==> src/rtl/wallace_acc_pkg.sv <==
// Shared types and widths for the approximate-MAC product accumulator.
`timescale 1ns/1ps

package wallace_acc_pkg;

    localparam int PROD_W    = 16;
    localparam int ACC_W_DEF = 24;
    localparam int CNT_W_DEF = 8;

    typedef enum logic {
        IDLE  = 1'b0,
        ACCUM = 1'b1
    } acc_state_t;

endpackage

==> src/rtl/sat_acc_add.sv <==
// Combinational saturating add of a zero-extended 16-bit product onto an accumulator.
`timescale 1ns/1ps

module sat_acc_add
    import wallace_acc_pkg::*;
#(
    parameter int ACC_W = ACC_W_DEF
) (
    input  logic [ACC_W-1:0]  acc,
    input  logic [PROD_W-1:0] addend,
    output logic [ACC_W-1:0]  sum,
    output logic              sat
);

    logic [ACC_W:0] full;

    // One extra bit catches the carry-out that triggers the clamp.
    assign full = {1'b0, acc} + (ACC_W + 1)'(addend);
    assign sat  = full[ACC_W];
    assign sum  = sat ? '1 : full[ACC_W-1:0];

endmodule

==> src/rtl/wallace_product_accumulator.sv <==
// Burst accumulator for Wallace-tree multiplier products with a held valid/ready result register.
`timescale 1ns/1ps

// state | meaning
// IDLE  | working acc/cnt/ovf are zero, no beat of the current burst taken
// ACCUM | at least one beat taken, last beat not yet seen
module wallace_product_accumulator
    import wallace_acc_pkg::*;
#(
    parameter int ACC_W = ACC_W_DEF,
    parameter int CNT_W = CNT_W_DEF
) (
    input  logic              clk,
    input  logic              rst_n,
    input  logic              prod_valid,
    output logic              prod_ready,
    input  logic [PROD_W-1:0] prod,
    input  logic              prod_last,
    input  logic              clr,
    output logic              res_valid,
    input  logic              res_ready,
    output logic [ACC_W-1:0]  res_sum,
    output logic [CNT_W-1:0]  res_count,
    output logic              res_ovf
);

    acc_state_t       state;
    logic [ACC_W-1:0] acc;
    logic [CNT_W-1:0] cnt;
    logic             ovf;

    logic             take;
    logic             fresh;
    logic [ACC_W-1:0] acc_base;
    logic [CNT_W-1:0] cnt_base;
    logic             ovf_base;
    logic [ACC_W-1:0] sum_next;
    logic             sum_sat;
    logic [CNT_W-1:0] cnt_next;
    logic             cnt_sat;
    logic             ovf_next;

    assign prod_ready = !(res_valid && !res_ready);
    assign take       = prod_valid && prod_ready;

    // A beat arriving with clr (or in IDLE) starts a new sum from zero.
    assign fresh    = clr || (state == IDLE);
    assign acc_base = fresh ? '0 : acc;
    assign cnt_base = fresh ? '0 : cnt;
    assign ovf_base = fresh ? 1'b0 : ovf;

    sat_acc_add #(
        .ACC_W (ACC_W)
    ) u_add (
        .acc    (acc_base),
        .addend (prod),
        .sum    (sum_next),
        .sat    (sum_sat)
    );

    assign cnt_sat  = &cnt_base;
    assign cnt_next = cnt_sat ? cnt_base : cnt_base + CNT_W'(1);
    assign ovf_next = ovf_base || sum_sat || cnt_sat;

    always_ff @(posedge clk or negedge rst_n) begin
        if (!rst_n) begin
            state     <= IDLE;
            acc       <= '0;
            cnt       <= '0;
            ovf       <= 1'b0;
            res_valid <= 1'b0;
            res_sum   <= '0;
            res_count <= '0;
            res_ovf   <= 1'b0;
        end else begin
            if (res_valid && res_ready) begin
                res_valid <= 1'b0;
            end

            if (take) begin
                if (prod_last) begin
                    res_valid <= 1'b1;
                    res_sum   <= sum_next;
                    res_count <= cnt_next;
                    res_ovf   <= ovf_next;
                    state     <= IDLE;
                    acc       <= '0;
                    cnt       <= '0;
                    ovf       <= 1'b0;
                end else begin
                    state <= ACCUM;
                    acc   <= sum_next;
                    cnt   <= cnt_next;
                    ovf   <= ovf_next;
                end
            end else if (clr) begin
                state <= IDLE;
                acc   <= '0;
                cnt   <= '0;
                ovf   <= 1'b0;
            end
        end
    end

endmodule
==> config.mk <==
export PLATFORM = sky130hd
export DESIGN_NAME = wallace_product_accumulator
export DESIGN_NICKNAME = d
export VERILOG_FILES = /design/src/rtl/wallace_acc_pkg.sv /design/src/rtl/sat_acc_add.sv /design/src/rtl/wallace_product_accumulator.sv
export SDC_FILE = /design/constraint.sdc
export NUM_CORES = 1
export LEC_CHECK = 0
export CAP_MARGIN = 20
export CORE_AREA = 2 2 132 134
export DETAILED_ROUTE_END_ITERATION = 8
export DIE_AREA = 0 0 134 136
export PLACE_DENSITY = 0.54
export SKIP_LAST_GASP = 1
export SLEW_MARGIN = 0
export SYNTH_ARGS = -nofsm -noshare
export SYNTH_HDL_FRONTEND = slang
export SYNTH_SLANG_ARGS = --single-unit
==> constraint.sdc <==
create_clock -name clk -period 4.2 [get_ports clk]
set_clock_uncertainty 0.05 [all_clocks]
set_input_delay 0.84 -clock clk [delete_from_list [all_inputs] [get_ports clk]]
set_output_delay 0.84 -clock clk [all_outputs]
set_load 0.1 [all_outputs]
==> flow_summary.toml, run 1 <==
[floorplan]
die_x_um = 134
core_area_um2 = 16900
initial_utilization = 0.246
die_h_um = 136
placementRows = 48
io_pins = 57
dieArea_um2 = 18200

[power_and_ir_drop]
clkPwrFrac = 0.373
sw_frac_of_total = 0.368
power_density_nw_per_um2 = 415
power_frac_comb = 0.288
seqPwrFrac = 0.339
switchingPower_mw = 0.808
p_leak_nw = 2.22
ir_worst_vdd_v = 0.000220
p_int_mw = 1.39

[place]
dpl_worst_slack_ns = 0.133
port_buffers = 56
placedCellCount = 732
dp_hpwl_um = 8680
place_congestion = 0.877

[yosys]
synth_fp_nets = 500
ys_warn_count = 0
synth_ff_type = "dfrtp_1"
ys_ff_latch = 68
yosysUniqueCellTypes = 69
synth_cells = 460
ys_seq_area_frac = 0.410
syn_avg_cell_area_um2 = 9.03
synth-edff-count = 0
synthArstFlopShare = 1.00
synth_area_um2 = 4160

[worst_setup_path]
arrival_ns = 3.85
critPathTopFamily = "compound AO/OA/AOI/OAI gates"
critical_path_class = "in -> reg"
critPathRequiredTime_ns = 4.35
path_buf_inv = 1
slowest_delay_ns = 0.51
cp-start-kind = "primary input"
crit_path_top_delay_cell = "clkdlybuf4s50_1"
crit_path_end_kind = "flop"
crit_chain = "clkdlybuf4s50_1, nor2b_2, and2_1, ha_1, fa_1, a211oi_2, o211ai_2, a41oi_2, o21ai_0, and4_1, nor4_2, o21ai_1"
worst-path-max-fanout = 3

[final_layout]
fin_cells = 748
final_cell_mix = "nand2_1, dfrtp_1, clkdlybuf4s50_1, o21ai_0, nor2_1"
nets = 558
mostFrequentLayoutCell = "nand2_1"
syn2layout_area_growth_pct = 27.3
final_core_util = 0.313
fill_cells = 1751
ff_latch_area_um2 = 1700
antenna_cells = 0
drive_gt1_frac = 0.109
multi_input_area_um2 = 2300

[clock_network]
clock_path_buffers = 2
postCtsSetupBuffers = 0
cts-buffers-inserted = 9
post_cts_resized = 0
cts_root_buf = "clkbuf_16"
cts_tree = "done"
clk_latency_ns = 0.34
cts.hold.buffers_added = 0
path_clk_slew_ns = 0.06
clock_sinks = 68
htreeDepth = 3

[grt]
antenna_found_initial = 0
grt_pass1_wl_um = 19400
met1_usage = 0.173
met2_usage = 0.221
grt_pass1_vias = 3704
grt_max_degree = 43
grt_use_total = 0.136
grt-busiest-layer = "met2"
grt_overflow_total = 0
grt_util_met3 = 0.0406

[sta]
max_freq_mhz = 270
holdWs_ns = 0.421
finalSetupViolations = 0
worstMarginPinSlew_ns = 0.985
fin_crit_ns = 3.70
max_slew_margin = 0.341
finalHoldViolCount = 0
tns_ns = 0
period_share = 0.881
grt_setup_unrepaired = "no"
finalMaxSlewViolations = 0
timing.final.ws_setup_ns = 0.501

[routing]
drcViolationCount = 0
drtIter0Drc = 220
wl_per_cell_um = 15.6
via_per_inst = 4.89
ant_nets = 0
dr.pass1.iters = 5
routed_wl_um = 11700
num_vias = 3657

[worst_hold_path]
hold_path.class = "reg -> reg"

[status]
status = "finished, final reports clean"

[run]
maxCapViolations = 0
power by group through the flow:
| stage | Combinational (mW) | Sequential, mW | Clock [mW] |
|---|---|---|---|
| final | 0.631 | 0.744 | 0.819 |
| after global routing | 0.665 | 0.753 | 0.869 |
| after CTS | 0.637 | 0.746 | 0.842 |
| after detailed placement | 0.634 | 0.757 | 0 |
| after global placement | 0.631 | 0.759 | 0 |
| after floorplan | 0.143 | 1.06 | 0 |
stage by stage:
step	area, um^2	power (mW)
global placement	4970	1.39
global route	5290	2.29
detailed placement	4970	1.39
CTS	5290	2.23
floorplan	4160	1.21
finish	5290	2.19
registers in the layout (all words and copies together) (netlist names):
| name | cells |
|---|---|
| ovf | 1 |
| res_valid | 1 |
| state | 1 |
| res_sum | 24 |
| cnt | 8 |
| res_count | 8 |
| res_ovf | 1 |
| acc | 24 |
worst min-delay path, stage by stage, from the launching register on:
cell	delay [ns]
dfrtp_1	0.33
nand2_1	0.04
o21ai_0	0.06
layer usage:
layer	wire length, um	up-vias
li1	-	1782
met3	614	11
met5	0	-
met1	5420	1748
met4	158	0
met2	5470	116
worst paths after layout:
kind | start | end | slack [ns] | depth (start not counted)
worst max-delay path | clr | res_sum[14] | 0.50 | 12
max in group asynchronous | rst_n | acc[6] | 2.91 | 2
worst min-delay path | acc[3] | acc[3] | 0.42 | 2
worst max register to register | state | res_sum[14] | 1.04 | 11
min in group asynchronous | rst_n | res_sum[23] | 0.43 | 1
worst min register to register | acc[3] | acc[3] | 0.42 | 2
area by class of cell:
class | count | area share
sequential | 68 | 0.322
tap | 225 | 0.0532
multi-input combinational | 363 | 0.435
clock inverter | 6 | 0.0168
clock buffer | 10 | 0.0433
timing repair buffer | 72 | 0.127
inverter | 4 | 0.00284
cell usage after synthesis, types with 5 or more instances:
cell | count | area, um^2
nand4_1 | 6 | 37.5
nand2_1 | 75 | 282
ha_1 | 17 | 213
and2_1 | 22 | 138
a31oi_1 | 9 | 56.3
a22o_1 | 5 | 43.8
o21ai_0 | 51 | 255
dfrtp_1 | 68 | 1700
nand3_1 | 8 | 40.0
a21oi_1 | 25 | 125
clkbuf_1 | 15 | 56.3
o211ai_1 | 5 | 37.5
nor2_1 | 31 | 116
xnor2_1 | 11 | 96.3
xor2_1 | 9 | 78.8
a21o_1 | 5 | 37.5
cells by family after synthesis:
| kind of cell | synth area share |
|---|---|
| AND/OR/NAND/NOR | 0.205 |
| AO/OA/AOI/OAI | 0.242 |
| flip-flops | 0.410 |
| buffers and inverters | 0.0373 |
| XOR/XNOR | 0.0422 |
| adder cells (fa/ha/maj) | 0.0560 |
| multiplexers | 0.00753 |
Note: power is estimated with default switching activity, not from simulation.
==> inputs of run 2 (changes only) <==
==> constraint.sdc (replaced) <==
create_clock -name clk -period 4.2 [get_ports clk]
set_clock_uncertainty 0.05 [all_clocks]
set_input_delay 0.63 -clock clk [delete_from_list [all_inputs] [get_ports clk]]
set_output_delay 0.63 -clock clk [all_outputs]
set_load 0.1 [all_outputs]
==> run 2 against run 1 <==
  * Sequential share of layout area is 0.23 points higher
  * Largest cell class unchanged
  * Flip-flop and latch count stayed put
  * Register-to-register slack hardly changed
  * Die area stayed put
  * Critical path depth is 1 higher
  * Final area is 0.71% lower
  * Wire length is 0.19% lower
  * Power is 2.5% lower
  * Cell count is 0.53% lower
  * Critical endpoint is now acc[16]
==> flow_summary.toml, run 2 (synthesized netlist as in run 1, its figures left out) <==
[status]
status = "finished, final reports clean"

[worst_setup_path]
cp-start-kind = "primary input"
worst-path-max-fanout = 12
arrival_ns = 3.74
critical_path_class = "in -> reg"
timing.rr.start = "state"
r2r_end = "acc[16]"
crit_path_start = "clr"
crit_path_end_kind = "flop"
rr_worst_depth = 12
crit_end = "acc[16]"
rrSetupSlack_ns = 1.04
critPathRequiredTime_ns = 4.41

[clock_network]
post_cts_resized = 0
cts_root_buf = "clkbuf_16"
cts-buffers-inserted = 9
clock_path_buffers = 2
clk_latency_ns = 0.33
path_clk_slew_ns = 0.06
cts.hold.buffers_added = 0
htreeDepth = 3
clock_sinks = 68
cts_tree = "done"
postCtsSetupBuffers = 0

[sta]
tns_ns = 0
worstMarginPinSlew_ns = 0.985
period_share = 0.841
finalMaxSlewViolations = 0
fin_crit_ns = 3.53
max_freq_mhz = 283
finalSetupViolations = 0
max_slew_margin = 0.341
grt_setup_unrepaired = "no"
finalHoldViolCount = 0

[floorplan]
die_h_um = 136
placementRows = 48
die_x_um = 134
dieArea_um2 = 18200
core_area_um2 = 16900
initial_utilization = 0.246
io_pins = 57

[routing]
via_per_inst = 4.81
drcViolationCount = 0
wl_per_cell_um = 15.6
dr.pass1.iters = 4
routed_wl_um = 11600
drtIter0Drc = 235
num_vias = 3576
ant_nets = 0

[final_layout]
fin_cells = 744
multi_input_area_um2 = 2300
final_cell_mix = "nand2_1, dfrtp_1, clkdlybuf4s50_1, o21ai_0, nor2_1"
top_regs = "acc (24), res_sum (24)"
final_core_util = 0.311
fill_cells = 1762
nets = 554
syn2layout_area_growth_pct = 26.4
drive_gt1_frac = 0.0963
ff_latch_area_um2 = 1700
mostFrequentLayoutCell = "nand2_1"
antenna_cells = 0

[place]
dp_hpwl_um = 8570
place_congestion = 0.865
port_buffers = 56
placedCellCount = 728

[worst_hold_path]
hold_path.class = "in -> async"

[grt]
grt_use_total = 0.135
grt_overflow_total = 0
grt_max_degree = 43
antenna_found_initial = 0
grt_pass1_vias = 3664
grt_pass1_wl_um = 19300

[power_and_ir_drop]
p_leak_nw = 2.21
power_density_nw_per_um2 = 408
ir_worst_vdd_v = 0.000199

[run]
maxCapViolations = 0
==> run 2: worst min-delay path by stage <==
| stage | start | end | slack (ns) | cells past startpoint |
|---|---|---|---|---|
| after CTS | rst_n | acc[22] | 0.20 | 1 |
| after global placement | ovf | ovf | 0.41 | 2 |
| final | rst_n | acc[21] | 0.19 | 1 |
| after global routing | rst_n | acc[22] | 0.22 | 1 |
| after floorplan | rst_n | acc[0] | 0.28 | 0 |
| after detailed placement | ovf | ovf | 0.41 | 2 |
==> run 2: critical path, stage by stage <==
cell,delay (ns)
clkdlybuf4s50_1,0.53
nor2b_2,0.08
and2_1,0.16
ha_1,0.22
fa_1,0.44
a211oi_2,0.29
o211ai_2,0.15
a41oi_2,0.28
o21ai_2,0.10
buf_4,0.18
nor3b_1,0.16
or3_1,0.35
a21oi_1,0.16
==> run 2: routing by layer <==
metal	track usage	share of wire	vias to the layer above
met1	0.173	0.47	1721
met2	0.225	0.47	73
met4	0.0520	0.017	0
li1	-	-	1767
met3	0.0283	0.045	15
met5	0	0	-
==> run 2: final cells by class <==
| class | instances | share of cell area |
|---|---|---|
| clock buffers | 15 | 0.0510 |
| clock inverters | 1 | 0.00572 |
| inverters | 4 | 0.00286 |
| multi-input cells | 363 | 0.438 |
| flip-flops and latches | 68 | 0.324 |
| well taps | 225 | 0.0536 |
| repair buffers | 68 | 0.125 |
==> run 2: stage by stage <==
step                setup slack, ns  hold WS (ns)  area [um^2]  power [mW]
global route                  0.424         0.220         5250        2.23
CTS                           0.674         0.196         5250        2.17
floorplan                     0.715         0.284         4160        1.21
detailed placement            0.357         0.411         4950        1.39
finish                        0.669         0.190         5250        2.14
global placement              0.387         0.407         4930        1.38
==> run 2: power by group <==
| part | switching [mW] | internal (mW) | total, mW |
|---|---|---|---|
| clock network | 0.273 | 0.493 | 0.766 |
| logic | 0.474 | 0.155 | 0.629 |
| registers | 0.0337 | 0.712 | 0.746 |
| total | 0.781 | 1.36 | 2.14 |
==> inputs of run 3 (changes only) <==
PLACE_DENSITY = 0.56   (was 0.54)
clock period = 2.9 ns   (was 4.2 ns; I/O delays follow)
==> run 3 against run 2 <==
  * Final area grew 17%
  * Hold slack gained 0.23 ns
  * Sequential power grew 45%
  * Combinational power grew 56%
  * Flip-flop and latch count is the same
  * Core utilization grew 5.2 points
  * Setup slack lost 0.60 ns
  * Clock power grew 79%
  * Critical endpoint unchanged
  * Global-route usage grew 0.96 points
  * Critical path type is now reg -> reg
==> flow_summary.toml, run 3 (synthesized netlist as in run 1, its figures left out) <==
[status]
status = "finished, final reports clean"

[floorplan]
core_area_um2 = 16900
die_x_um = 134
initial_utilization = 0.246
placementRows = 48
dieArea_um2 = 18200
die_h_um = 136
io_pins = 57

[grt]
grt_max_degree = 57
grt_pass1_wl_um = 20700
grt_use_total = 0.145
grt_pass1_vias = 4050
grt_overflow_total = 0
antenna_found_initial = 0

[clock_network]
clk_latency_ns = 0.35
cts_root_buf = "clkbuf_16"
cts_tree = "done"
clock_sinks = 68
htreeDepth = 3
path_clk_slew_ns = 0.06
cts-buffers-inserted = 9
clock_path_buffers = 2

[routing]
drt-met1-wl_um = 5890
routed_wl_um = 12900
via_per_inst = 4.79
ant_nets = 0
wl_met2_um = 6360
dr.pass1.iters = 4
top_layer = "met4"
drcViolationCount = 0
num_vias = 3939
wl_per_cell_um = 15.7
dr_wl_met3_um = 463
drtIter0Drc = 195

[worst_setup_path]
critPathRequiredTime_ns = 3.12
critical_path_class = "reg -> reg"
crit_chain = "nor2b_4, and2_4, ha_4, fa_2, a211oi_4, o211ai_2, a41oi_2, o21ai_2, buf_6, nor3b_2, or3_1, a21oi_2"
arrival_ns = 3.05
slowest_delay_ns = 0.41
critPathTopFamily = "compound AO/OA/AOI/OAI gates"
crit_path_top_delay_cell = "fa_2"
crit_path_end_kind = "flop"
rrSetupSlack_ns = 0.07
cp-start-kind = "flop"
rr_worst_depth = 12
path_buf_inv = 1
timing.rr.start = "state"
worst-path-max-fanout = 7
r2r_end = "acc[16]"

[final_layout]
drive_gt1_frac = 0.330
antenna_cells = 0
mostFrequentLayoutCell = "buf_4"
finalInstanceArea_um2 = 6120
nets = 632
final_cell_mix = "buf_4, nand2_1, dfrtp_1, o21ai_0, a21oi_1"
multi_input_area_um2 = 2560
fill_cells = 1702
syn2layout_area_growth_pct = 47.4
top_regs = "acc (24), res_sum (24)"
ff_latch_area_um2 = 1700

[worst_hold_path]
min_to = "acc[13]"
worstHoldStart = "acc[13]"
hold_depth = 2
hold_path.class = "reg -> reg"

[sta]
grt_setup_unrepaired = "yes"
finalMaxSlewViolations = 0
max_slew_margin = 0.568
holdWs_ns = 0.421
worstMarginPinSlew_ns = 0.640
finalHoldViolCount = 0
fin_crit_ns = 2.83
max_freq_mhz = 354
period_share = 0.975
finalSetupViolations = 0

[power_and_ir_drop]
p_total_mw = 3.43
power_density_nw_per_um2 = 560
ir_worst_vdd_v = 0.000313
p_leak_nw = 2.71

[place]
dpl-instance-area_um2 = 5540
dp_hpwl_um = 9370
port_buffers = 56
place_congestion = 0.858

[run]
maxCapViolations = 0
==> run 3: changes by cell type in the layout (fill, tap and decap cells not counted), moves of 5 or more <==
cell / previous run / this run
buf_4: 12 / 116
clkdlybuf4s50_1: 54 / 19
o21ai_0: 51 / 36
o21ai_1: 3 / 17
nor2_1: 31 / 23
ha_1: 17 / 10
ha_4: 0 / 7
buf_6: 0 / 5
==> run 3: per-layer routing <==
metal | vias to the layer above | GRT usage
met5 | - | 0
met4 | 0 | 0.0479
met3 | 14 | 0.0317
met2 | 64 | 0.250
met1 | 1934 | 0.181
li1 | 1927 | -
==> run 3: final cells by class <==
cell class | count | area share
clock buffers | 10 | 0.0374
multi-input cells | 363 | 0.419
well taps | 225 | 0.0460
clock inverters | 6 | 0.0223
repair buffers | 146 | 0.196
inverters | 4 | 0.00245
flip-flops and latches | 68 | 0.278
==> run 3: worst reg2reg max path, stage by stage, from the launching register on <==
cell and delay, ns:
dfrtp_1 0.38, nor2b_4 0.15, and2_4 0.15, ha_4 0.16
fa_2 0.41, a211oi_4 0.25, o211ai_2 0.14, a41oi_2 0.21
o21ai_2 0.10, buf_6 0.15, nor3b_2 0.16, or3_1 0.33
a21oi_2 0.13
==> run 3: per-stage QoR <==
step | setup WS, ns | TNS, ns | utilization | cells
6_report | 0.0719 | 0 | 0.363 | 822
3_3_place_gp | -0.600 | -27.60 | 0.328 | 800
3_5_place_dp | -0.684 | -31.89 | 0.328 | 800
5_1_grt | -0.0415 | -0.136 | 0.363 | 822
2_1_floorplan | -0.0947 | -1.86 | - | 460
4_1_cts | 0.0189 | 0 | 0.351 | 818
==> run 3: worst max-delay path by stage <==
stage	from	end	slack, ns	cells past startpoint
6_report	state	acc[16]	0.07	12
5_1_grt	state	acc[16]	-0.04	12
4_1_cts	clr	acc[9]	0.02	12
3_5_place_dp	clr	res_sum[18]	-0.68	13
3_3_place_gp	clr	res_sum[18]	-0.60	14
2_1_floorplan	state	res_sum[10]	-0.09	16
==> run 3: timing repair <==
item	4_1_cts	5_1_grt
pin swaps	0	10
buffers inserted	1	4
resized for setup	3	30
hold buffers	1	0
endpoints found under the hold margin	12	0
setup endpoints to repair	61	41
==> run 3: where the power goes <==
| group | switching, mW | internal, mW | leakage [nW] | total, mW |
|---|---|---|---|---|
| registers | 0.0502 | 1.03 | 0.887 | 1.08 |
| logic | 0.715 | 0.264 | 1.66 | 0.979 |
| clock network | 0.440 | 0.929 | 0.173 | 1.37 |
